`src/rtl/unsigned_seq_div_restoring.sv`:
```
// Sequential unsigned restoring divider: 2N-bit dividend by N-bit divisor,
// one quotient bit per clock MSB first, giving a 2N-bit quotient and N-bit remainder.
module unsigned_seq_div_restoring #(
  parameter int N = 6
) (
  input  logic           clock,
  input  logic           reset,
  input  logic           load,
  input  logic [2*N-1:0] dividend,
  input  logic [N-1:0]   divisor,
  output logic [2*N-1:0] quotient,
  output logic [N-1:0]   remainder,
  output logic           busy,
  output logic           done,
  output logic           div_by_zero
);

  localparam int CW = $clog2(2*N+1);

  typedef enum logic [1:0] {IDLE, RUN, DONE} state_t;

  state_t         state;
  logic [N:0]     r;
  logic [2*N-1:0] q;
  logic [N-1:0]   d;
  logic [CW-1:0]  cnt;

  logic [N:0]     trial;
  logic           fits;
  logic [N:0]     r_next;
  logic [2*N-1:0] q_next;
  logic           last_iter;

  // One restoring step: bring down the next dividend bit and subtract if it fits.
  always_comb begin
    trial     = {r[N-1:0], q[2*N-1]};
    fits      = (trial >= {1'b0, d});
    r_next    = fits ? (trial - {1'b0, d}) : trial;
    q_next    = {q[2*N-2:0], fits};
    last_iter = (cnt == CW'(2*N-1));
  end

  always_ff @(posedge clock) begin
    if (reset) begin
      state       <= IDLE;
      r           <= '0;
      q           <= '0;
      d           <= '0;
      cnt         <= '0;
      quotient    <= '0;
      remainder   <= '0;
      busy        <= 1'b0;
      done        <= 1'b0;
      div_by_zero <= 1'b0;
    end else begin
      done <= 1'b0;
      case (state)
        IDLE, DONE: begin
          if (load) begin
            q           <= dividend;
            d           <= divisor;
            r           <= '0;
            cnt         <= '0;
            div_by_zero <= 1'b0;
            busy        <= (divisor != '0);
            state       <= RUN;
          end else begin
            busy  <= 1'b0;
            state <= IDLE;
          end
        end
        RUN: begin
          // A zero divisor gets a single non-iterating publish cycle with busy low.
          if (d == '0) begin
            quotient    <= '1;
            remainder   <= q[N-1:0];
            div_by_zero <= 1'b1;
            done        <= 1'b1;
            busy        <= 1'b0;
            state       <= DONE;
          end else begin
            r   <= r_next;
            q   <= q_next;
            cnt <= cnt + 1'b1;
            if (last_iter) begin
              quotient  <= q_next;
              remainder <= r_next[N-1:0];
              done      <= 1'b1;
              busy      <= 1'b0;
              state     <= DONE;
            end
          end
        end
        default: begin
          busy  <= 1'b0;
          state <= IDLE;
        end
      endcase
    end
  end

endmodule
```
`config.mk`:
```
export PLATFORM = sky130hd
export DESIGN_NAME = unsigned_seq_div_restoring
export DESIGN_NICKNAME = d
export VERILOG_FILES = /design/src/rtl/unsigned_seq_div_restoring.sv
export SDC_FILE = /design/constraint.sdc
export NUM_CORES = 1
export LEC_CHECK = 0
export BUFFER_PORTS_ARGS = -buffer_cell sky130_fd_sc_hd__buf_2
export CAP_MARGIN = 15
export CELL_PAD_IN_SITES_DETAIL_PLACEMENT = 1
export CELL_PAD_IN_SITES_GLOBAL_PLACEMENT = 1
export CORE_MARGIN = 4
export CORE_UTILIZATION = 44
export DETAILED_ROUTE_END_ITERATION = 10
export HOLD_SLACK_MARGIN = 0.03
export PLACE_DENSITY_LB_ADDON = 0.2
export SLEW_MARGIN = 20
export SYNTH_ARGS = -nofsm -noshare
export SYNTH_HDL_FRONTEND = slang
export SYNTH_SLANG_ARGS = --single-unit
```
`constraint.sdc`:
```
create_clock -name clock -period 4.1 [get_ports clock]
set_clock_uncertainty 0.2 [all_clocks]
set_input_delay 0.205 -clock clock [delete_from_list [all_inputs] [get_ports clock]]
set_output_delay 0.205 -clock clock [all_outputs]
set_load 0.02 [all_outputs]
```
Word-level counts from Yosys, hierarchy flattened
Index checks and enable logic that the tools add are counted.
{"block": "word_totals", "output_inout_bits": 21, "reg_bits": 51, "inputBits": 21, "wordCells": 59}
{"block": "classes", "n_eq_ne": 7, "n_reduce_logical": 11, "n_bitwise": 1, "order_cmp": 1, "muxes": 27, "add_sub_neg": 2}
{"cell": "$mux 12", "n": 4}
{"cell": "$mux 6", "n": 5}
{"cell": "$pmux 12 s2", "n": 1}
{"cell": "$pmux 6 s2", "n": 1}
{"cell": "$mux 1", "n": 8}
{"cell": "$mux 4", "n": 2}
{"cell": "$pmux 4 s2", "n": 1}
{"cell": "$ge 7x6->1", "n": 1}
{"cell": "$logic_not 6->1", "n": 1}
{"cell": "$ne 2x2->1 const B", "n": 3}
{"cell": "$reduce_and 3->1", "n": 2}
{"cell": "$reduce_bool 6->1", "n": 1}
{"cell": "$sub 6x6->6", "n": 1}
{"cell": "$add 4x1->4 const B", "n": 1}
{"cell": "$eq 4x4->1 const B", "n": 1}
{"cell": "$mux 2", "n": 2}
{"cell": "$pmux 1 s2", "n": 2}
{"cell": "$pmux 2 s2", "n": 1}
{"cell": "$reduce_and 2->1", "n": 2}
{"cell": "$reduce_bool 2->1", "n": 2}
{"cell": "$reduce_or 2->1", "n": 2}
{"cell": "$ne 3x3->1 const B", "n": 1}
{"cell": "$eq 2x1->1 const B", "n": 1}
{"cell": "$eq 2x2->1 const B", "n": 1}
{"cell": "other kinds (2)", "n": 2}

Depth between registers and ports, before layout
{"block": "logic_depth", "word_depth": 4, "mapped_depth": 9, "ltp_nobuf": 9}

Worst setup path before layout
No wires, ideal clock.
{"block": "synth_path", "kind": "register to register", "start": "register d[2]", "end": "register remainder[0]", "slack_ps": 1969, "t_arrival_ps": 1836, "required_ps": 3805, "path_stages_with_launch": 9, "period_less_slack_ps": 2131, "cell_sequence": "dfxtp_1 inv_1 ha_1 a21oi_1 o21ai_1 a41o_1 buf_6 mux2_4 a221oi_1"}
{"block": "synth_via", "elab_chain_cells": 4}
{"item": "from (decl)", "line_no": "25", "text": "logic [N-1:0] d;"}
{"item": "from (signal assigned)", "line_no": "61", "text": "d <= divisor;"}
{"item": "$ge 7x6->1", "line_no": "37", "text": "fits = (trial >= {1'b0, d});"}
{"item": "$mux 6", "line_no": "38", "text": "r_next = fits ? (trial - {1'b0, d}) : trial;"}
{"item": "$mux 6", "line_no": "85", "text": "if (last_iter) begin"}
{"item": "$mux 6", "line_no": "74", "text": "if (d == '0) begin"}
{"item": "to (signal assigned)", "line_no": "76", "text": "remainder <= q[N-1:0];"}
{"item": "to (signal assigned)", "line_no": "87", "text": "remainder <= r_next[N-1:0];"}
{"item": "to (decl)", "line_no": "12", "text": "output logic [N-1:0] remainder,"}
Several ways; a longest one is shown, not always the timed one. The select of a mux whose other input is x is not followed.
A chain may end at the register's enable or synchronous reset.

Worst setup path after layout
{"block": "layout_path", "start": "register state[1]", "end": "register q[2]"}
{"block": "layout_via", "elab_chain_cells": 4}
{"item": "from (decl)", "line_no": "22", "text": "state_t state;"}
{"item": "from (signal assigned)", "line_no": "45", "text": "state <= IDLE;"}
{"item": "from (signal assigned)", "line_no": "66", "text": "state <= RUN;"}
{"item": "from (signal assigned)", "line_no": "69", "text": "state <= IDLE;"}
{"item": "$eq 2x2->1 / $logic_not 2->1 (equally long branches)", "line_no": "57", "text": "case (state)"}
{"item": "$reduce_or 2->1", "line_no": "57"}
{"item": "$ne 2x2->1 (no line) / $reduce_bool 2->1 (equally long branches)"}
{"item": "$reduce_and 3->1 (no line)"}
{"item": "to (signal assigned)", "line_no": "60", "text": "q <= dividend;"}
{"item": "to (signal assigned)", "line_no": "83", "text": "q <= q_next;"}
{"item": "to (decl)", "line_no": "24", "text": "logic [2*N-1:0] q;"}
Several ways; a longest one is shown, not always the timed one.

==> impl_metrics.csv <==
group,metric,value,unit
status,status,"complete, no violations",
final_layout,fin_util,56.03,%
die,die_h,82.01,um
cts,clkLatencyLatePin,310,ps
timing,fin_crit,2579,ps
logic_synthesis,synth_nets,314,
placement,place_inst,380,
worst_setup_path,critical_path_peak_fanout,16,
logic_synthesis,syn_avg_cell_area,8.485,um2
placement,io_buffers,41,
die,initial_core_util,46.30,%
global_routing,grt_pass1_wl,11.04,mm
drt,firstDrtPassIters,4,
worst_setup_path,worstPathRequired,4110,ps
drt,avgViaCountPerCell,5.462,
power,vdd_ir_drop_max,0.2329,mV
logic_synthesis,synth_seq_area_share,42.37,%
placement,hpwlAfterDp,4.599,mm
logic_synthesis,synth.distinct_cells,45,
global_routing,antenna_found_initial,0,
drt,vias,2212,
drt,wl_per_cell,16.13,um
worst_setup_path,crit_type,"reg -> reg",
logic_synthesis,synthTopCellsByCount,"62 x nand2_1, 51 x dfxtp_1, 24 x nor2_1, 22 x a21oi_1, 13 x o21ai_0",
die,dieArea,0.006725,mm2
timing,hold_viol,0,
drt,drt_iter0_drc,67,
logic_synthesis,yosys.area.top_type_share,42.37,%
timing,timing.fmax,387.8,MHz
logic_synthesis,yosysTopAreaCell,"dfxtp_1",
cts,htree_levels,2,
global_routing,grt_max_degree,49,
logic_synthesis,synth_seq_cells,51,
cts,cts_tree,"yes",
timing,period_share,62.90,%
worst_setup_path,critical_path.max_stage_delay,620,ps
cts,clk_path_buf_depth,2,
placement,place_ws,1567,ps
die,rows,26,
global_routing,track_usage,21.34,%
logic_synthesis,yosysMostFrequentCell,"nand2_1",
die,io_pins,42,
worst_setup_path,start_kind,"flop",
final_layout,finalNonFillerCells,405,
cts,cts_resized,0,
drt,ant_nets,0,
worst_setup_path,worstPathArrival,2590,ps
logic_synthesis,ys.flop_type,"dfxtp_1",
power,p_leak,1.183,nW
timing,max-slew-margin-rel,35.47,%
cts,cts_hold_buf,17,
final_layout,drive_gt1_share,18.81,%
power,power_density,411.1,mW/mm2
logic_synthesis,syn_area,0.002410,mm2
final_layout,antennaDiodeCount,0,
global_routing,grt_pass1_vias,2306,
logic_synthesis,synth_edf_count,0,
placement,routabilityCongestion,0.8293,
worst_setup_path,worstPathCellList,"nand2b_1 > a21oi_2 > or2_1 > nor2_1 > a311oi_2",
cts,cts_setup_buffers,0,
min_path,hold_class,"in -> reg",
timing,tns,0,ps
flow_run,cap_viol_max_count,0,
logic_synthesis,synth.area.top_cells,"dfxtp_1 42%, nand2_1 9.7%, a21oi_1 4.6%, a311oi_2 4.4%, ha_1 4.2%",
final_layout,areaGrowthSynthToFinish,21.03,%
logic_synthesis,yosys_warnings,0,
cts,cts_buffers,5,
logic_synthesis,async_reset_ff_share,0,%
cts,cts-root-buf,"clkbuf_8",
drt,drcViolationCount,0,
die,fp.dieW,82.01,um
timing,worst_hold_slack,168.3,ps
timing,final.setup.worst_slack,1521,ps
worst_setup_path,end_kind,"flop",
timing,rsz0062_at_grt,"false",
final_layout,nNetsFinal,364,
die,core-area,0.005205,mm2
global_routing,overflow,0,
cts,path_clk_slew,90,ps
cts,cts.sinks,51,
timing,maxSlewViolCount,0,
worst_setup_path,crit_path_top_delay_cell,"a21oi_2",
timing,tightest_slew,967.9,ps
logic_synthesis,synthCells,284,
timing,finalSetupViolations,0,
drt,finalWirelength,6.531,mm
[through the flow]
stage	cell area [um2]	total power, mW
after detailed placement	2629	0.8307
after global placement	2629	0.8231
final	2917	1.199
after floorplan	2410	0.7672
after global routing	2917	1.266
after CTS	2917	1.209
[path summary, 6_finish.rpt]
kind                                  from  slack, ps  cells after the start                  endpoint
hold / removal                 dividend[0]        170                      4         q[0]$_SDFFE_PP0P_
setup / recovery     state[1]$_SDFFE_PP0P_       1520                      5         q[2]$_SDFFE_PP0P_
hold reg to reg   div_by_zero$_SDFFE_PP0P_        270                      2  div_by_zero$_SDFFE_PP0P_
setup reg to reg     state[1]$_SDFFE_PP0P_       1520                      5         q[2]$_SDFFE_PP0P_
[cell families after synthesis]
| logic type | count (synthesis) | share of synthesized area (%) |
|---|---|---|
| AOI/OAI and AO/OA | 79 | 23.21 |
| adders and majority gates | 9 | 4.985 |
| muxes | 7 | 3.115 |
| xor gates and xnor gates | 4 | 1.454 |
| DFF | 51 | 42.37 |
| buffers and inverters | 25 | 4.933 |
| and+or+nand+nor | 109 | 19.94 |
[final cells by class]
| cell class | count | area [um2] |
|---|---|---|
| clock buffers | 6 | 82.58 |
| clock inverters | 2 | 35.03 |
| fillers | 658 | 2288 |
| inverters | 8 | 30.03 |
| multi-input cells | 208 | 1270 |
| flip-flops and latches | 51 | 1021 |
| well taps | 70 | 87.58 |
| repair buffers | 60 | 390.4 |
[placed cells by master (no fill, tap or decap), drive strengths merged, types with 2 or more instances in the layout]
cell type,Yosys,routed
ha,8,8
a31oi,8,8
a221oi,6,6
inv,8,8
a21oi,23,23
a211oi,2,2
o311ai,2,2
xor2,3,3
dlygate4sd3,0,17
clkbuf,10,6
dfxtp,51,51
nor2,24,24
mux2i,6,6
o22ai,5,5
a311oi,7,7
nand2,62,62
nand3,4,4
a22oi,4,4
buf,7,43
o21ai,14,14
nand2b,5,5
or2,2,2
nor4,2,2
nor2b,5,5
nor3,3,3
[power breakdown]
part	internal (mW)	switching, mW	leakage [nW]
combinational	0.111	0.159	0.704
clock	0.198	0.171	0.0612
sequential	0.531	0.0301	0.417
[per-layer routing]
metal	vias up	global-route usage (%)	wire length (um)
met1	1080	27.32	3023
met2	27	36.83	3275
li1	1098	-	-
met3	7	3.728	150
met5	-	0	0
met4	0	5.648	82
[state kept, by name (all words and copies together) (netlist names)]
register,flops
div_by_zero,1
quotient,12
state,2
busy,1
r,6
q,12
remainder,6
cnt,4
done,1
d,6
[critical path: cells and delay by family, from the launching register on]
kind | cells | cell delay, ps
AO/OA/AOI/OAI | 2 | 880
flip-flops | 1 | 320
AND/OR/NAND/NOR | 3 | 1090
Note: power is estimated with default switching activity, not from simulation.
